--- src/rtl/vga_pkg.sv ---
// vga_pkg: default VGA timing constants and per-mode timing bundle.
// Shared by the timing generator and downstream draw stages.
package vga_pkg;

  localparam int unsigned H_ACTIVE     = 1024;
  localparam int unsigned H_SYNC_START = 1048;
  localparam int unsigned H_SYNC_STOP  = 1184;
  localparam int unsigned H_TOTAL      = 1344;
  localparam int unsigned V_ACTIVE     = 768;
  localparam int unsigned V_SYNC_START = 771;
  localparam int unsigned V_SYNC_STOP  = 777;
  localparam int unsigned V_TOTAL      = 806;

  typedef struct packed {
    int unsigned h_active;
    int unsigned h_sync_start;
    int unsigned h_sync_stop;
    int unsigned h_total;
    int unsigned v_active;
    int unsigned v_sync_start;
    int unsigned v_sync_stop;
    int unsigned v_total;
  } vga_mode_t;

  localparam vga_mode_t MODE_1024X768_60 = '{
    h_active:     H_ACTIVE,
    h_sync_start: H_SYNC_START,
    h_sync_stop:  H_SYNC_STOP,
    h_total:      H_TOTAL,
    v_active:     V_ACTIVE,
    v_sync_start: V_SYNC_START,
    v_sync_stop:  V_SYNC_STOP,
    v_total:      V_TOTAL
  };

  localparam vga_mode_t MODE_800X600_60 = '{
    h_active:     800,
    h_sync_start: 840,
    h_sync_stop:  968,
    h_total:      1056,
    v_active:     600,
    v_sync_start: 601,
    v_sync_stop:  605,
    v_total:      628
  };

  function automatic int unsigned frame_pix(vga_mode_t m);
    return m.h_total * m.v_total;
  endfunction

endpackage

--- src/rtl/vga_timing_gen_if.sv ---
// vga_timing_gen_if: pixel enable in, timing bundle out.
// frame_cnt exists only when VGA_FRAME_CNT_EN is defined.
interface vga_timing_gen_if #(
  parameter int CNT_W   = 11,
  parameter int FRAME_W = 16
);

  logic             ce;
  logic [CNT_W-1:0] hcount;
  logic [CNT_W-1:0] vcount;
  logic             hsync;
  logic             vsync;
  logic             hblnk;
  logic             vblnk;
  logic             sol;
  logic             sof;

  if (FRAME_W < 1) begin : g_bad_frame_w
    $error("FRAME_W must be at least 1");
  end

`ifdef VGA_FRAME_CNT_EN
  logic [FRAME_W-1:0] frame_cnt;

  modport master (
    input  ce,
    output hcount, vcount, hsync, vsync,
    output hblnk, vblnk, sol, sof, frame_cnt
  );

  modport slave (
    output ce,
    input  hcount, vcount, hsync, vsync,
    input  hblnk, vblnk, sol, sof, frame_cnt
  );
`else
  modport master (
    input  ce,
    output hcount, vcount, hsync, vsync,
    output hblnk, vblnk, sol, sof
  );

  modport slave (
    output ce,
    input  hcount, vcount, hsync, vsync,
    input  hblnk, vblnk, sol, sof
  );
`endif

endinterface

--- src/rtl/vga_axis_cnt.sv ---
// vga_axis_cnt: one timing axis; counter with registered sync/blank
// decoded from the next count so they stay coherent with it.
module vga_axis_cnt #(
  parameter int   W          = 11,
  parameter int   TOTAL      = 1344,
  parameter int   ACTIVE     = 1024,
  parameter int   SYNC_START = 1048,
  parameter int   SYNC_STOP  = 1184,
  parameter logic POL        = 1'b1
) (
  input  logic         clk,
  input  logic         rst,
  input  logic         inc,
  output logic [W-1:0] count,
  output logic         sync,
  output logic         blnk,
  output logic         wrap
);

  // One extra bit so SYNC_STOP == TOTAL == 2^W still compares correctly.
  localparam logic [W-1:0] LAST = W'(TOTAL - 1);
  localparam logic [W:0]   ACT  = (W+1)'(ACTIVE);
  localparam logic [W:0]   SS   = (W+1)'(SYNC_START);
  localparam logic [W:0]   SP   = (W+1)'(SYNC_STOP);

  logic [W-1:0] count_q, count_d;
  logic         sync_q, sync_d;
  logic         blnk_q, blnk_d;
  logic [W:0]   ext;

  always_comb begin
    wrap    = inc && (count_q == LAST);
    count_d = count_q;
    if (inc) begin
      count_d = wrap ? '0 : count_q + 1'b1;
    end
    ext    = {1'b0, count_d};
    sync_d = (ext >= SS && ext < SP) ? POL : ~POL;
    blnk_d = (ext >= ACT);
  end

  always_ff @(posedge clk or posedge rst) begin
    if (rst) begin
      count_q <= '0;
      sync_q  <= ~POL;
      blnk_q  <= 1'b0;
    end else begin
      count_q <= count_d;
      sync_q  <= sync_d;
      blnk_q  <= blnk_d;
    end
  end

  assign count = count_q;
  assign sync  = sync_q;
  assign blnk  = blnk_q;

endmodule

--- src/rtl/vga_timing_gen.sv ---
// vga_timing_gen: parametrised VGA timing; h/v axes plus sol/sof pulses.
// Optional frame counter enabled by defining VGA_FRAME_CNT_EN.
module vga_timing_gen
  import vga_pkg::*;
#(
  parameter int   H_ACTIVE     = MODE_1024X768_60.h_active,
  parameter int   H_SYNC_START = MODE_1024X768_60.h_sync_start,
  parameter int   H_SYNC_STOP  = MODE_1024X768_60.h_sync_stop,
  parameter int   H_TOTAL      = MODE_1024X768_60.h_total,
  parameter int   V_ACTIVE     = MODE_1024X768_60.v_active,
  parameter int   V_SYNC_START = MODE_1024X768_60.v_sync_start,
  parameter int   V_SYNC_STOP  = MODE_1024X768_60.v_sync_stop,
  parameter int   V_TOTAL      = MODE_1024X768_60.v_total,
  parameter logic H_SYNC_POL   = 1'b1,
  parameter logic V_SYNC_POL   = 1'b1,
  parameter int   CNT_W        = 11,
  parameter int   FRAME_W      = 16
) (
  input  logic             clk,
  input  logic             rst,
  vga_timing_gen_if.master vif
);

  if (!(H_ACTIVE < H_SYNC_START && H_SYNC_START < H_SYNC_STOP
        && H_SYNC_STOP <= H_TOTAL)) begin : g_bad_h
    $error("horizontal timing out of order");
  end
  if (!(V_ACTIVE < V_SYNC_START && V_SYNC_START < V_SYNC_STOP
        && V_SYNC_STOP <= V_TOTAL)) begin : g_bad_v
    $error("vertical timing out of order");
  end
  if ((64'd1 << CNT_W) < 64'(H_TOTAL)
      || (64'd1 << CNT_W) < 64'(V_TOTAL)) begin : g_bad_w
    $error("CNT_W too small for H_TOTAL/V_TOTAL");
  end
  if (FRAME_W < 1) begin : g_bad_fw
    $error("FRAME_W must be at least 1");
  end

  logic h_wrap, v_wrap;
  logic sol_q, sol_d;
  logic sof_q, sof_d;

  vga_axis_cnt #(
    .W(CNT_W), .TOTAL(H_TOTAL), .ACTIVE(H_ACTIVE),
    .SYNC_START(H_SYNC_START), .SYNC_STOP(H_SYNC_STOP),
    .POL(H_SYNC_POL)
  ) u_h (
    .clk(clk), .rst(rst), .inc(vif.ce),
    .count(vif.hcount), .sync(vif.hsync),
    .blnk(vif.hblnk), .wrap(h_wrap)
  );

  vga_axis_cnt #(
    .W(CNT_W), .TOTAL(V_TOTAL), .ACTIVE(V_ACTIVE),
    .SYNC_START(V_SYNC_START), .SYNC_STOP(V_SYNC_STOP),
    .POL(V_SYNC_POL)
  ) u_v (
    .clk(clk), .rst(rst), .inc(h_wrap),
    .count(vif.vcount), .sync(vif.vsync),
    .blnk(vif.vblnk), .wrap(v_wrap)
  );

  // Pulses reload every clk, so they stay one clk wide under throttled ce.
  always_comb begin
    sol_d = h_wrap;
    sof_d = h_wrap & v_wrap;
  end

  always_ff @(posedge clk or posedge rst) begin
    if (rst) begin
      sol_q <= 1'b0;
      sof_q <= 1'b0;
    end else begin
      sol_q <= sol_d;
      sof_q <= sof_d;
    end
  end

  assign vif.sol = sol_q;
  assign vif.sof = sof_q;

`ifdef VGA_FRAME_CNT_EN
  logic [FRAME_W-1:0] frame_cnt_q, frame_cnt_d;

  always_comb begin
    frame_cnt_d = frame_cnt_q;
    if (sof_d) begin
      frame_cnt_d = frame_cnt_q + 1'b1;
    end
  end

  always_ff @(posedge clk or posedge rst) begin
    if (rst) begin
      frame_cnt_q <= '0;
    end else begin
      frame_cnt_q <= frame_cnt_d;
    end
  end

  assign vif.frame_cnt = frame_cnt_q;
`endif

endmodule

--- src/flat_wrapper.sv ---
// flat-port wrapper written by rule: the top's interface ports become plain ports
module vga_timing_gen_flat import vga_pkg::*;
#(
  parameter int   H_ACTIVE     = MODE_1024X768_60.h_active,
  parameter int   H_SYNC_START = MODE_1024X768_60.h_sync_start,
  parameter int   H_SYNC_STOP  = MODE_1024X768_60.h_sync_stop,
  parameter int   H_TOTAL      = MODE_1024X768_60.h_total,
  parameter int   V_ACTIVE     = MODE_1024X768_60.v_active,
  parameter int   V_SYNC_START = MODE_1024X768_60.v_sync_start,
  parameter int   V_SYNC_STOP  = MODE_1024X768_60.v_sync_stop,
  parameter int   V_TOTAL      = MODE_1024X768_60.v_total,
  parameter logic H_SYNC_POL   = 1'b1,
  parameter logic V_SYNC_POL   = 1'b1,
  parameter int   CNT_W        = 11,
  parameter int   FRAME_W      = 16
)
  (clk, rst, vif_ce, vif_hcount, vif_vcount, vif_hsync, vif_vsync, vif_hblnk, vif_vblnk, vif_sol, vif_sof);
  vga_timing_gen_if #(.CNT_W(CNT_W), .FRAME_W(FRAME_W)) vif_i ();
  input  logic clk;
  input  logic rst;
  input wire logic [$bits(vif_i.ce)-1:0] vif_ce;
  output wire logic [$bits(vif_i.hcount)-1:0] vif_hcount;
  output wire logic [$bits(vif_i.vcount)-1:0] vif_vcount;
  output wire logic [$bits(vif_i.hsync)-1:0] vif_hsync;
  output wire logic [$bits(vif_i.vsync)-1:0] vif_vsync;
  output wire logic [$bits(vif_i.hblnk)-1:0] vif_hblnk;
  output wire logic [$bits(vif_i.vblnk)-1:0] vif_vblnk;
  output wire logic [$bits(vif_i.sol)-1:0] vif_sol;
  output wire logic [$bits(vif_i.sof)-1:0] vif_sof;
  assign vif_i.ce = vif_ce;
  assign vif_hcount = vif_i.hcount;
  assign vif_vcount = vif_i.vcount;
  assign vif_hsync = vif_i.hsync;
  assign vif_vsync = vif_i.vsync;
  assign vif_hblnk = vif_i.hblnk;
  assign vif_vblnk = vif_i.vblnk;
  assign vif_sol = vif_i.sol;
  assign vif_sof = vif_i.sof;
  vga_timing_gen #(.H_ACTIVE(H_ACTIVE), .H_SYNC_START(H_SYNC_START), .H_SYNC_STOP(H_SYNC_STOP), .H_TOTAL(H_TOTAL), .V_ACTIVE(V_ACTIVE), .V_SYNC_START(V_SYNC_START), .V_SYNC_STOP(V_SYNC_STOP), .V_TOTAL(V_TOTAL), .H_SYNC_POL(H_SYNC_POL), .V_SYNC_POL(V_SYNC_POL), .CNT_W(CNT_W), .FRAME_W(FRAME_W)) u_core (.clk(clk), .rst(rst), .vif(vif_i));
endmodule
--- config.mk ---
export PLATFORM = sky130hd
export DESIGN_NAME = vga_timing_gen_flat
export DESIGN_NICKNAME = d
export VERILOG_FILES = /design/src/rtl/vga_pkg.sv /design/src/rtl/vga_timing_gen_if.sv /design/src/rtl/vga_axis_cnt.sv /design/src/rtl/vga_timing_gen.sv /design/src/flat_wrapper.sv
export SDC_FILE = /design/constraint.sdc
export NUM_CORES = 1
export LEC_CHECK = 0
export ABC_AREA = 1
export BUFFER_PORTS_ARGS = -buffer_cell sky130_fd_sc_hd__buf_2
export CAP_MARGIN = 20
export CORE_MARGIN = 2
export CORE_UTILIZATION = 50
export DETAILED_ROUTE_END_ITERATION = 10
export PLACE_DENSITY = 0.77
export SYNTH_ARGS = -nofsm -noshare
export SYNTH_HDL_FRONTEND = slang
export SYNTH_SLANG_ARGS = --single-unit
--- constraint.sdc ---
create_clock -name clk -period 5.2 [get_ports clk]
set_clock_uncertainty 0.2 [all_clocks]
set_input_delay 0.26 -clock clk [delete_from_list [all_inputs] [get_ports clk]]
set_output_delay 0.26 -clock clk [all_outputs]
set_load 0.02 [all_outputs]
# Word-level counts from Yosys, hierarchy flattened
# Index checks and enable logic that the tools add are counted.
[totals] register_bits=28 out_inout_bits=28 word_cells=29
[op_classes] addsub=2 order_cmp=6 n_eq_ne=2 n_mux=6 n_bitwise=1 reduce_logical=4
[ops] cell="two-way mux 11 bit" n=4
[ops] cell="adder 11 x 1 -> 11 bit, second input constant" n=2
[ops] cell=">= comparator 11 x 10 -> 1 bit, second input constant" n=2
[ops] cell=">= comparator 11 bit, second input constant" n=2
[ops] cell="equality test 11 x 10 -> 1 bit, second input constant" n=1
[ops] cell="equality test 11 bit, second input constant" n=1
[ops] cell="less-than comparator 11 x 10 -> 1 bit, second input constant" n=1
[ops] cell="less-than comparator 11 bit, second input constant" n=1
[ops] cell="logical AND 1 bit" n=4
[ops] cell="two-way mux 1 bit" n=2
[ops] cell="AND 1 bit" n=1

# Depth between registers and ports, before layout
# Gate-level depths: netlist (run 1).
[depth] word_depth=8 ltp_mapped=14

# By module
# From an unflattened synthesis (run 1), not the netlist that was laid out.
[hier_totals] hier_cells=226 hier_area_um2=1672.9
[by_module_without_submodules] module="vga_axis_cnt at u_core.u_v" instances=1 cells_each=119 area_each_um2=830.8 seq_area_each_um2=325.3
[by_module_without_submodules] module="vga_axis_cnt at u_core.u_h" instances=1 cells_each=102 area_each_um2=780.7 seq_area_each_um2=325.3
[by_module_without_submodules] module="vga_timing_gen" instances=1 cells_each=5 area_each_um2=61.3 seq_area_each_um2=50.0

# Least setup slack after synthesis (run 1)
# No wires, ideal clock.
[synth_timing] path_kind="reg2reg" startpoint="register u_core.u_h.count_q[1] (netlist: u_core.u_h.count[1])" endpoint="register u_core.u_v.blnk_q (netlist: u_core.u_v.blnk)" t_arrival_ps=1697 t_required_ps=4882 path_slack_ps=3185 path_stages_with_launch=11 path_buffers=1 cell_sequence="dfrtp_1 > ha_1 > nand3_1 > nor2_4 > buf_6 > nand3_2 > or2_1 > nor2_1 > nor2_4 > nand3_2 > nand2_1"
[synth_via] elab_chain_len=6
[synth_rtl] item="start, declared" line="vga_axis_cnt.sv:26" text="logic [W-1:0] count_q, count_d;"
[synth_rtl] item="start signal, assigned" line="vga_axis_cnt.sv:48" text="count_q <= count_d;"
[synth_rtl] item="equality test 11 bit (*)" line="vga_axis_cnt.sv:32" text="wrap = inc && (count_q == LAST);"
[synth_rtl] item="logical AND 1 bit (*)" line="vga_axis_cnt.sv:32"
[synth_rtl] item="logical AND 1 bit" line="vga_axis_cnt.sv:32"
[synth_rtl] item="two-way mux 11 bit" line="vga_axis_cnt.sv:35" text="count_d = wrap ? '0 : count_q + 1'b1;"
[synth_rtl] item="two-way mux 11 bit (*)" line="vga_axis_cnt.sv:34" text="if (inc) begin"
[synth_rtl] item="via u_core.u_v.count_d[9]" line="vga_axis_cnt.sv:26"
[synth_rtl] item=">= comparator 11 x 10 -> 1 bit (*)" line="vga_axis_cnt.sv:39" text="blnk_d = (ext >= ACT);"
[synth_rtl] item="via u_core.u_v.blnk_d" line="vga_axis_cnt.sv:28" text="logic blnk_q, blnk_d;"
[synth_rtl] item="end signal, assigned" line="vga_axis_cnt.sv:50" text="blnk_q <= blnk_d;"
[synth_rtl] item="end, declared" line="vga_axis_cnt.sv:28"
# Mark *: on every way through the listed nets, which the timed path passes. The rest lies on a longest branch.

# Worst setup path after layout (run 1)
[layout_timing] startpoint="register u_core.u_h.count_q[1] (netlist: u_core.u_h.count[1])" endpoint="register u_core.u_v.sync_q (netlist: u_core.u_v.sync)"
[layout_via] elab_chain_len=8 word_cells_on_any_way=9 classes_between="order compare (2); eq/ne (1); mux (3); reduce/logical (3)"
[layout_rtl] item="equality test 11 bit (*)" line="vga_axis_cnt.sv:32"
[layout_rtl] item="logical AND 1 bit (*)" line="vga_axis_cnt.sv:32"
[layout_rtl] item="logical AND 1 bit" line="vga_axis_cnt.sv:32"
[layout_rtl] item="two-way mux 11 bit" line="vga_axis_cnt.sv:35"
[layout_rtl] item="two-way mux 11 bit (*)" line="vga_axis_cnt.sv:34"
[layout_rtl] item="via u_core.u_v.count_d[3]" line="vga_axis_cnt.sv:26"
[layout_rtl] item=">= comparator 11 x 10 -> 1 bit or less-than comparator 11 x 10 -> 1 bit (tied branches)" line="vga_axis_cnt.sv:38" text="sync_d = (ext >= SS && ext < SP) ? POL : ~POL;"
[layout_rtl] item="logical AND 1 bit (*)" line="vga_axis_cnt.sv:38"
[layout_rtl] item="two-way mux 1 bit (*)" line="vga_axis_cnt.sv:38"
[layout_rtl] item="via u_core.u_v.sync_d" line="vga_axis_cnt.sv:27" text="logic sync_q, sync_d;"
[layout_rtl] item="end signal, assigned" line="vga_axis_cnt.sv:45" text="sync_q <= ~POL;"
[layout_rtl] item="end signal, assigned" line="vga_axis_cnt.sv:49" text="sync_q <= sync_d;"
[layout_rtl] item="end, declared" line="vga_axis_cnt.sv:27"
# Marks and branches as above.

==> key figures, run 1 <==
Synthesis
  – Top-count cell post-synth: nand2_1
  – Mapped Area: 1690 sq um
  – Most frequent cells after synthesis: nand2_1 (59), inv_1 (35), dfrtp_1 (28)
  – Synth Register Bits: 28
  – Synth Instances: 228
  – Post-synthesis sequential area ratio: 0.416
  – Yosys warns: 0
  – Top cells by area, synth: dfrtp_1 (42%), nand2_1 (13%), nand3_1 (8.0%), inv_1 (7.8%), nor2_1 (6.0%)
  – Mapped Nets: 234
  – Syn avg cell area: 7.39 sq um
  – Area leader, netlist: dfrtp_1
  – Top FF cell, synth: dfrtp_1
  – Post-synth EDFFs: 0
  – Asr flop ratio synth: 1.00
  – Share of the synthesized area in the top cell type: 0.416
  – Post-synth cell types: 28

Worst setup path
  – CP max FO: 11
  – CP Launch Type: register
  – CP max-delay cell: dfrtp_1
  – Crit-path cells: ha_1 -> nand3_1 -> nor2_4 -> nand3_1 -> inv_1 -> nand3_1 -> nand2_1 -> inv_1 -> nand2_1 -> nand2_1 -> nand2_1 -> nor2_2
  – Most used cell, CP: nand2_1
  – Critical path class: reg2reg
  – Req. time, crit path: 5.24 ns
  – Worst Path Arrival: 2.13 ns
  – Crit. End Element: register
  – CP top delay family: simple AND/OR/NAND/NOR gates
  – Bufs and invs on worst path: 2
  – Slowest cell delay on critical path: 0.45 ns

Die
  – Die ar.: 3850 sq um
  – Row count: 21
  – Die width: 62.1 um
  – Die Y: 62.1 um
  – Core region area: 3280 sq um
  – Ports: 31
  – Initial Util: 0.513

Worst hold path
  – Hold Path Class: in2reg

Clock tree
  – Reg clk slew, reported paths: 0.14 ns
  – Clock buffer depth: 2
  – Clk Tree Root Cell: clkbuf_4
  – CTS H-tree lvls: 1
  – Sink Count: 28
  – Total CTS buffers: 3
  – Hold buffer count at cts: 0
  – CTS tree: built
  – Cts repair resizes: 0
  – Clock latency on the worst-skew pair: 0.33 ns
  – Post-CTS Setup Inserts: 0

Power
  – Maximum VDD drop: 0.216 mV
  – Power per cell area: 266 nW/um^2
  – Leak Pwr: 1.06 nW

Detailed routing
  – Final wirelength: 3.37 mm
  – Drt pass-1 iters: 5
  – WL per Instance: 11.1 um
  – DRC violations left: 0
  – Vias: 1495
  – Vias/cell: 4.92
  – Antenna Nets Post-Route: 0
  – 1st-iter DRT viols: 90

Timing
  – Tcrit/Tclk final: 0.402
  – Hold Worst Slack: 0.0980 ns
  – # setup viols final: 0
  – Setup tns final: 0 ns
  – Endpoints failing hold: 0
  – Max_slew headroom: 0.619
  – Crit path time final: 2.09 ns
  – Slew @ Worst Pin: 0.570 ns
  – Max Freq: 478 MHz
  – RSZ-0062 raised after global routing: no
  – Slew Limit Fails: 0

Placement
  – Final GP Congestion: 0.800
  – DP Area: 1850 sq um
  – # port buffers: 30
  – Half-perimeter wire length after placement: 2.61 mm

Layout
  – Share of layout cells above drive strength 1: 0.194
  – Area grow syn2layout: 12.8%
  – Final Instance Area: 1900 sq um
  – Antenna diode count: 0
  – Nets@finish: 266
  – Final Util: 0.579

GRT
  – First-pass GRT wire length: 5.66 mm
  – Initial antenna violation count: 0
  – Total GRT Usage: 0.196
  – Number of global-route vias before repair: 1268
  – GRT Residual Overflow: 0
  – Pin count of the biggest net entering global routing: 29

Flow run
  – MaxCap Viol Count: 0

Outcome
  – Status: finished clean
final timing paths:
| path | from | endpoint | slack (ns) | depth (start not counted) |
|---|---|---|---|---|
| max | u_core.u_h.count[1] | u_core.u_v.sync | 3.11 | 12 |
| min | vif_ce | u_core.u_v.count[4] | 0.1 | 3 |
| max reg2reg | u_core.u_h.count[1] | u_core.u_v.sync | 3.11 | 12 |
| min reg2reg | u_core.u_h.count[7] | u_core.u_h.count[7] | 0.37 | 1 |
| max in group asynchronous | rst | u_core.u_h.count[1] | 4.00 | 4 |
| min in group asynchronous | rst | u_core.vif.sof | 0.30 | 3 |
final cells by class:
type | count | area, sq um
fillers | 316 | 1380
inverters | 36 | 135
clock buffers | 3 | 22.5
well taps | 46 | 57.6
repair buffers | 32 | 175
multi-input cells | 159 | 810
flip-flops and latches | 28 | 701
worst reg2reg max path, cell delays in order (launching register included):
cell	delay, ns
dfrtp_1	0.45
ha_1	0.23
nand3_1	0.12
nor2_4	0.26
nand3_1	0.20
inv_1	0.14
nand3_1	0.07
nand2_1	0.10
inv_1	0.04
nand2_1	0.05
nand2_1	0.05
nand2_1	0.07
nor2_2	0.03
state kept, by name, summed over array words and instances (netlist names):
signal and flops:
u_core.u_h.blnk 1, u_core.u_h.count 11, u_core.u_h.sync 1, u_core.u_v.blnk 1
u_core.u_v.count 11, u_core.u_v.sync 1, u_core.vif.sof 1, u_core.vif.sol 1
report_power, final:
part	switching, mW	total [mW]	internal, mW
combinational	0.101	0.149	0.0483
clock	0.0600	0.0872	0.0272
sequential	0.0286	0.269	0.241
through the flow:
| step | setup WS, ns | power, mW | instances |
|---|---|---|---|
| 6_report | 3.11 | 0.506 | 304 |
| 5_1_grt | 2.85 | 0.539 | 304 |
| 4_1_cts | 3.11 | 0.506 | 302 |
| 3_5_place_dp | 3.13 | 0.420 | 299 |
| 3_3_place_gp | 3.22 | 0.419 | 299 |
| 2_1_floorplan | 3.18 | 0.378 | 228 |
cell families (layout without fill, tap and decap cells):
group	count (synthesis)	count (layout)	synth area share
and+or+nand+nor	143	143	0.405
buffers and inverters	41	71	0.104
xor gates and xnor gates	5	5	0.0260
DFF	28	28	0.416
adders and majority gates	3	3	0.0223
AOI/OAI and AO/OA	8	8	0.0275
layer usage:
layer | global-route usage | up-vias | wire length (um)
met5 | 0 | - | 0
met2 | 0.326 | 35 | 1600
met4 | 0.0547 | 0 | 40
met1 | 0.269 | 679 | 1620
li1 | - | 777 | -
met3 | 0.0248 | 4 | 110
layout by cell type (no fill, tap or decap), drive strengths merged:
master and instances:
nand2 65, inv 36, nor2 33, buf 31, nand3 29, dfrtp 28, nand4 8, nor3 4
o21ai 4, xor2 3, ha 3, clkbuf 3, xnor2 2, a21oi 2, or2 2, and3 1
a21o 1, nor4 1, a41oi 1, dlygate4sd3 1
No activity file was read; power rests on OpenSTA's default activity.
==> run 2, diff against run 1 <==
--- a/config.mk
+++ b/config.mk
@@ -11,7 +11,7 @@
 export CORE_MARGIN = 2
 export CORE_UTILIZATION = 50
 export DETAILED_ROUTE_END_ITERATION = 10
-export PLACE_DENSITY = 0.77
+export PLACE_DENSITY = 0.8
 export SYNTH_ARGS = -nofsm -noshare
 export SYNTH_HDL_FRONTEND = slang
 export SYNTH_SLANG_ARGS = --single-unit
==> constraint.sdc (replaced) <==
create_clock -name clk -period 1.8 [get_ports clk]
set_clock_uncertainty 0.2 [all_clocks]
set_input_delay 0.09 -clock clk [delete_from_list [all_inputs] [get_ports clk]]
set_output_delay 0.09 -clock clk [all_outputs]
set_load 0.02 [all_outputs]
==> run 2 against run 1 <==
Compared with the run above:
- the run now ends with negative setup slack left
- hold slack worse by 0.036 ns
- global-route usage is 2.2 points higher
- critical path type unchanged
- sequential share of layout area is 5.5 points lower
- register-to-register slack worse by 3.3 ns
- critical path depth is 2 lower
- die area stayed put
- largest power group unchanged
- final area is 19% higher
- sequential cell count stayed put
- first-iteration DRC count is 5.6% higher
==> key figures, run 2 (same netlist as run 1, synthesis figures left out) <==
Detailed routing
  – 1st-iter DRT viols: 95 (was 90)
  – DR WL met2: 2.11 mm (was 1.60 mm)
  – WL met3: 145 um (was 110 um)
  – Vias/cell: 4.96 (was 4.92)
  – WL per Instance: 11.9 um (was 11.1 um)
  – Vias: 1698 (was 1495)
  – M1 WL: 1.74 mm (was 1.62 mm)
  – Top sig layer: met4 (unchanged)
  – Final wirelength: 4.08 mm (was 3.37 mm)
  – Drt pass-1 iters: 4 (was 5)
  – DRC violations left: 0 (unchanged)
  – Antenna Nets Post-Route: 0 (unchanged)

Placement
  – Worst slack, placed: -0.108 ns (was 3.13 ns)
  – Final GP Congestion: 0.842 (was 0.800)
  – # port buffers: 30 (unchanged)
  – Inst Count DP: 329 (was 299)
  – Half-perimeter wire length after placement: 3.00 mm (was 2.61 mm)

Timing
  – # setup viols final: 5 (was 0)
  – Slew Limit Fails: 0 (unchanged)
  – Slew @ Worst Pin: 0.395 ns (was 0.570 ns)
  – Endpoints failing hold: 0 (unchanged)
  – Tcrit/Tclk final: 1.10 (was 0.402)
  – RSZ-0062 raised after global routing: yes (was no)
  – Worst setup margin: -0.180 ns (was 3.11 ns)
  – Max Freq: 505 MHz (was 478 MHz)
  – Crit path time final: 1.98 ns (was 2.09 ns)
  – Max_slew headroom: 0.734 (was 0.619)

GRT
  – Initial antenna violation count: 0 (unchanged)
  – Total GRT Usage: 0.219 (was 0.196)
  – Pin count of the biggest net entering global routing: 29 (unchanged)
  – First-pass GRT wire length: 6.19 mm (was 5.66 mm)
  – GRT Residual Overflow: 0 (unchanged)
  – Number of global-route vias before repair: 1484 (was 1268)

Worst hold path
  – Hold Path Class: in2reg (unchanged)

Die
  – Die Y: 62.1 um (unchanged)
  – Initial Util: 0.513 (unchanged)
  – Row count: 21 (unchanged)
  – Core region area: 3280 sq um (unchanged)
  – Die ar.: 3850 sq um (unchanged)
  – Ports: 31 (unchanged)
  – Die width: 62.1 um (unchanged)

Clock tree
  – Clock buffer depth: 2 (unchanged)
  – Sink Count: 28 (unchanged)
  – CTS H-tree lvls: 1 (unchanged)
  – Total CTS buffers: 3 (unchanged)
  – Clk Tree Root Cell: clkbuf_4 (unchanged)
  – Clock latency on the worst-skew pair: 0.34 ns (was 0.33 ns)
  – CTS tree: built (unchanged)
  – Reg clk slew, reported paths: 0.16 ns (was 0.14 ns)

Worst setup path
  – Req. time, crit path: 1.83 ns (was 5.24 ns)
  – CP max FO: 8 (was 11)
  – Critical path class: reg2reg (unchanged)
  – CP Launch Type: register (unchanged)
  – Worst Path Arrival: 2.01 ns (was 2.13 ns)
  – CP max-delay cell: dfrtp_2 (was dfrtp_1)
  – Crit. End Element: register (unchanged)
  – Crit-path cells: nor2_2 -> nand2_2 -> nor2_4 -> nand4_1 -> buf_4 -> buf_4 -> nand2_2 -> nor2_4 -> nand3_2 -> nand2_1 (was ha_1 -> nand3_1 -> nor2_4 -> nand3_1 -> inv_1 -> nand3_1 -> nand2_1 -> inv_1 -> nand2_1 -> nand2_1 -> nand2_1 -> nor2_2)
  – Slowest cell delay on critical path: 0.45 ns (about the same)

Power
  – Leak Pwr: 1.25 nW (was 1.06 nW)
  – Maximum VDD drop: 0.806 mV (was 0.216 mV)
  – Power per cell area: 725 nW/um^2 (was 266 nW/um^2)

Layout
  – Multi-input logic area: 870 sq um (was 810 sq um)
  – Register area: 708 sq um (was 701 sq um)
  – Final Util: 0.687 (was 0.579)
  – Filler cells: 270 (was 316)
  – Area grow syn2layout: 33.9% (was 12.8%)
  – Layout Cells excl Fill: 342 (was 304)
  – Antenna diode count: 0 (unchanged)
  – Most frequent cells in the layout: nand2_1 (58), inv_1 (34), buf_4 (33) (was nand2_1 (59), inv_1 (35), buf_2 (30))
  – Share of layout cells above drive strength 1: 0.341 (was 0.194)
  – Most frequent standard cell in the layout excluding fill and tap cells: nand2_1 (unchanged)
  – Nets@finish: 303 (was 266)

Outcome
  – Failing checks: negative setup slack
  – Status: finished, violations left (was finished clean)

Flow run
  – MaxCap Viol Count: 0 (unchanged)
==> run 2: changes by cell type in the layout (fill, tap and decap cells not counted), moves of 2 or more <==
cell	delta
ha_1	-2
nand3_2	+2
nor2_2	+2
dlygate4sd3_1	+4
nor2_1	-2
dfrtp_1	-6
nand3_1	-3
buf_4	+33
dfrtp_2	+6
==> run 2: report_power, final <==
part / total, mW / internal, mW / leakage, nW / switching, mW
combinational: 0.597 / 0.244 / 0.884 / 0.354
clock: 0.273 / 0.0871 / 0.0150 / 0.186
sequential: 0.764 / 0.703 / 0.349 / 0.0613
total: 1.63 / 1.03 / 1.25 / 0.601
==> run 2: stage by stage <==
stage          instance area (sq um)  hold slack [ns]  total power [mW]  setup TNS (ns)
2_1_floorplan                   1720          -0.0450              1.12         -0.0923
3_3_place_gp                    2110          -0.0347              1.34          -0.141
3_5_place_dp                    2110          -0.0269              1.35          -0.223
4_1_cts                         2200           0.0634              1.63          -0.266
5_1_grt                         2260            0.114              1.75          -0.951
6_report                        2260           0.0617              1.63          -0.452
==> run 2: worst paths after layout <==
| path | end | slack, ns | depth (start not counted) | start |
|---|---|---|---|---|
| min in group asynchronous | u_core.u_h.count[9] | 0.13 | 4 | rst |
| hold / removal | u_core.u_h.count[9] | 0.06 | 6 | vif_ce |
| setup / recovery | u_core.u_v.blnk | -0.18 | 10 | u_core.u_h.count[6] |
| setup reg to reg | u_core.u_v.blnk | -0.18 | 10 | u_core.u_h.count[6] |
| hold reg to reg | u_core.u_h.count[7] | 0.43 | 2 | u_core.u_h.count[7] |
| max in group asynchronous | u_core.u_v.count[0] | 0.98 | 4 | rst |
==> run 2: critical path, delay by kind of cell (launching register included) <==
| family | cells | cell delay (ns) |
|---|---|---|
| buffers and inverters | 2 | 0.32 |
| flip-flops | 1 | 0.45 |
| AND/OR/NAND/NOR | 8 | 0.91 |
==> run 2: routing by layer <==
| metal | global-route usage | up-vias |
|---|---|---|
| li1 | - | 853 |
| met1 | 0.260 | 791 |
| met2 | 0.390 | 46 |
| met3 | 0.0352 | 8 |
| met4 | 0.0881 | 0 |
| met5 | 0 | - |
==> run 2: what timing repair did <==
action                                  4_1_cts  5_1_grt
hold buffers                                  5        0
endpoints found under the setup margin        3        7
pin swaps                                     4        4
resized for setup                             1       10
setup buffers                                 1        3
hold endpoints to repair                     33        0
==> run 2: cell type report <==
cell class,count,area share
clock buffer,4,0.0116
timing repair buffer,69,0.204
tap,46,0.0255
sequential,28,0.314
inverter,36,0.0599
multi-input combinational,159,0.385
==> run 3, diff against run 2 <==
--- a/config.mk
+++ b/config.mk
@@ -12,6 +12,7 @@
 export CORE_UTILIZATION = 50
 export DETAILED_ROUTE_END_ITERATION = 10
 export PLACE_DENSITY = 0.8
+export SETUP_SLACK_MARGIN = 0.15
 export SYNTH_ARGS = -nofsm -noshare
 export SYNTH_HDL_FRONTEND = slang
 export SYNTH_SLANG_ARGS = --single-unit
==> run 3 against run 2 <==
Compared with the run above:
- the flow finishes with violations (negative hold slack, negative setup slack)
- maximum frequency decreased by 6.6%
- sequential power increased by 3.1%
- combinational power increased by 38%
- critical path type unchanged
==> key figures, run 3 (same netlist as run 1, synthesis figures left out) <==
Clock tree
  – Reg clk slew, reported paths: 0.16 ns (about the same)
  – Clock latency on the worst-skew pair: 0.35 ns (was 0.34 ns)
  – Sink Count: 28 (unchanged)
  – Clk Tree Root Cell: clkbuf_4 (unchanged)
  – Total CTS buffers: 3 (unchanged)
  – CTS tree: built (unchanged)
  – Clock buffer depth: 2 (unchanged)
  – Hold buffer count at cts: 3 (was 5)
  – CTS H-tree lvls: 1 (unchanged)

Die
  – Initial Util: 0.513 (unchanged)
  – Die width: 62.1 um (unchanged)
  – Core region area: 3280 sq um (unchanged)
  – Die Y: 62.1 um (unchanged)
  – Die ar.: 3850 sq um (unchanged)
  – Row count: 21 (unchanged)
  – Ports: 31 (unchanged)

Detailed routing
  – Antenna Nets Post-Route: 0 (unchanged)
  – Vias/cell: 5.49 (was 4.96)
  – DRC violations left: 0 (unchanged)
  – 1st-iter DRT viols: 170 (was 95)
  – WL per Instance: 16.1 um (was 11.9 um)
  – Final wirelength: 5.93 mm (was 4.08 mm)
  – Vias: 2016 (was 1698)
  – Drt pass-1 iters: 7 (was 4)

Power
  – Final Total Pwr: 1.90 mW (was 1.63 mW)
  – Leak Pwr: 1.42 nW (was 1.25 nW)
  – Power per cell area: 723 nW/um^2 (was 725 nW/um^2)
  – Maximum VDD drop: 0.780 mV (was 0.806 mV)

Worst setup path
  – R2R depth: 12 (was 10)
  – Crit path from: u_core.u_h.count[6] (unchanged)
  – Worst R2R Start: u_core.u_h.count[6] (unchanged)
  – CP Launch Type: register (unchanged)
  – R2R Setup Slk: -0.32 ns (was -0.18 ns)
  – Req. time, crit path: 1.86 ns (was 1.83 ns)
  – Crit. End Element: register (unchanged)
  – Worst Path Arrival: 2.18 ns (was 2.01 ns)
  – R2r endpoint: u_core.u_v.sync (was u_core.u_v.blnk)
  – Critical path class: reg2reg (unchanged)
  – CP endpoint: u_core.u_v.sync (was u_core.u_v.blnk)
  – CP max FO: 5 (was 8)

GRT
  – First-pass GRT wire length: 7.26 mm (was 6.19 mm)
  – GRT Residual Overflow: 0 (unchanged)
  – Initial antenna violation count: 0 (unchanged)
  – Pin count of the biggest net entering global routing: 29 (unchanged)
  – Total GRT Usage: 0.260 (was 0.219)
  – Number of global-route vias before repair: 1650 (was 1484)

Placement
  – Inst Count DP: 336 (was 329)
  – # port buffers: 30 (unchanged)
  – Half-perimeter wire length after placement: 3.11 mm (was 3.00 mm)
  – DP Area: 2160 sq um (was 2110 sq um)
  – Final GP Congestion: 0.861 (was 0.842)

Timing
  – Max Freq: 472 MHz (was 505 MHz)
  – Max_slew headroom: 0.756 (was 0.734)
  – Slew @ Worst Pin: 0.366 ns (was 0.395 ns)
  – # setup viols final: 7 (was 5)
  – Slew Limit Fails: 0 (unchanged)
  – Setup tns final: -1.02 ns (was -0.452 ns)
  – RSZ-0062 raised after global routing: yes (unchanged)
  – Worst setup margin: -0.319 ns (was -0.180 ns)
  – Hold Worst Slack: -0.0423 ns (was 0.0617 ns)
  – Endpoints failing hold: 1 (was 0)
  – Tcrit/Tclk final: 1.18 (was 1.10)
  – Crit path time final: 2.12 ns (was 1.98 ns)

Layout
  – Area grow syn2layout: 56.1% (was 33.9%)
  – Nets@finish: 328 (was 303)
  – Most frequent cells in the layout: buf_4 (50), nand2_1 (47), buf_2 (30) (was nand2_1 (58), inv_1 (34), buf_4 (33))
  – Most frequent standard cell in the layout excluding fill and tap cells: buf_4 (was nand2_1)
  – Share of layout cells above drive strength 1: 0.511 (was 0.341)
  – Layout Cells excl Fill: 367 (was 342)
  – Filler cells: 178 (was 270)
  – Antenna diode count: 0 (unchanged)
  – Final Instance Area: 2630 sq um (was 2260 sq um)

Flow run
  – MaxCap Viol Count: 0 (unchanged)

Outcome
  – Status: finished, violations left (unchanged)
  – Failing checks: negative hold slack, negative setup slack (was negative setup slack)

Worst hold path
  – Hold Path Class: in2reg (unchanged)
==> run 3: where the power goes <==
part	switching [mW]	internal, mW
logic	0.465	0.361
registers	0.0818	0.706
clock network	0.202	0.0874
==> run 3: how the worst min path moves through the flow <==
| stage | startpoint | to | depth (start not counted) |
|---|---|---|---|
| global placement | rst | u_core.vif.sol | 3 |
| finish | vif_ce | u_core.u_h.count[2] | 4 |
| floorplan | rst | u_core.u_h.blnk | 1 |
| global route | vif_ce | u_core.u_h.count[2] | 4 |
| detailed placement | rst | u_core.vif.sof | 3 |
| CTS | vif_ce | u_core.u_h.count[2] | 3 |
==> run 3: cell type report <==
| type | count | area, sq um | area share |
|---|---|---|---|
| Clock buffer | 4 | 26.3 | 0.00999 |
| Sequential cell | 28 | 713 | 0.271 |
| Timing Repair Buffer | 94 | 679 | 0.258 |
| Tap cell | 46 | 57.6 | 0.0219 |
| Multi-Input combinational cell | 159 | 1020 | 0.388 |
| Inverter | 36 | 135 | 0.0514 |
==> run 3: per-layer routing <==
metal	track usage	part of all wire
met1	0.308	0.38
met2	0.443	0.50
met3	0.0497	0.075
met4	0.137	0.042
met5	0	0
==> run 3: worst max-delay path, cell delays in order, from the launching register on <==
cell and delay, ns:
dfrtp_2 0.46, nor2_2 0.18, nand2_2 0.10, nor2_4 0.19, buf_6 0.14, nand4_1 0.16, buf_4 0.20, nand3_4 0.06
nand2_1 0.08, nand2_1 0.07, nand2_1 0.07, nand2_1 0.08, nor2_2 0.04
==> run 3: per-stage QoR <==
| step | setup WS (ns) | utilization |
|---|---|---|
| floorplan | -0.0555 | - |
| global placement | -0.0368 | 0.659 |
| detailed placement | -0.0869 | 0.659 |
| CTS | -0.0552 | 0.718 |
| global route | -0.378 | 0.801 |
| finish | -0.319 | 0.801 |
==> run 3: what timing repair did <==
action / in CTS / in global routing
gates cloned: 0 / 0
resized for setup: 14 / 53
endpoints found under the setup margin: 13 / 22
buffers inserted: 10 / 14
hold endpoints to repair: 31 / 1
pin swaps: 5 / 11
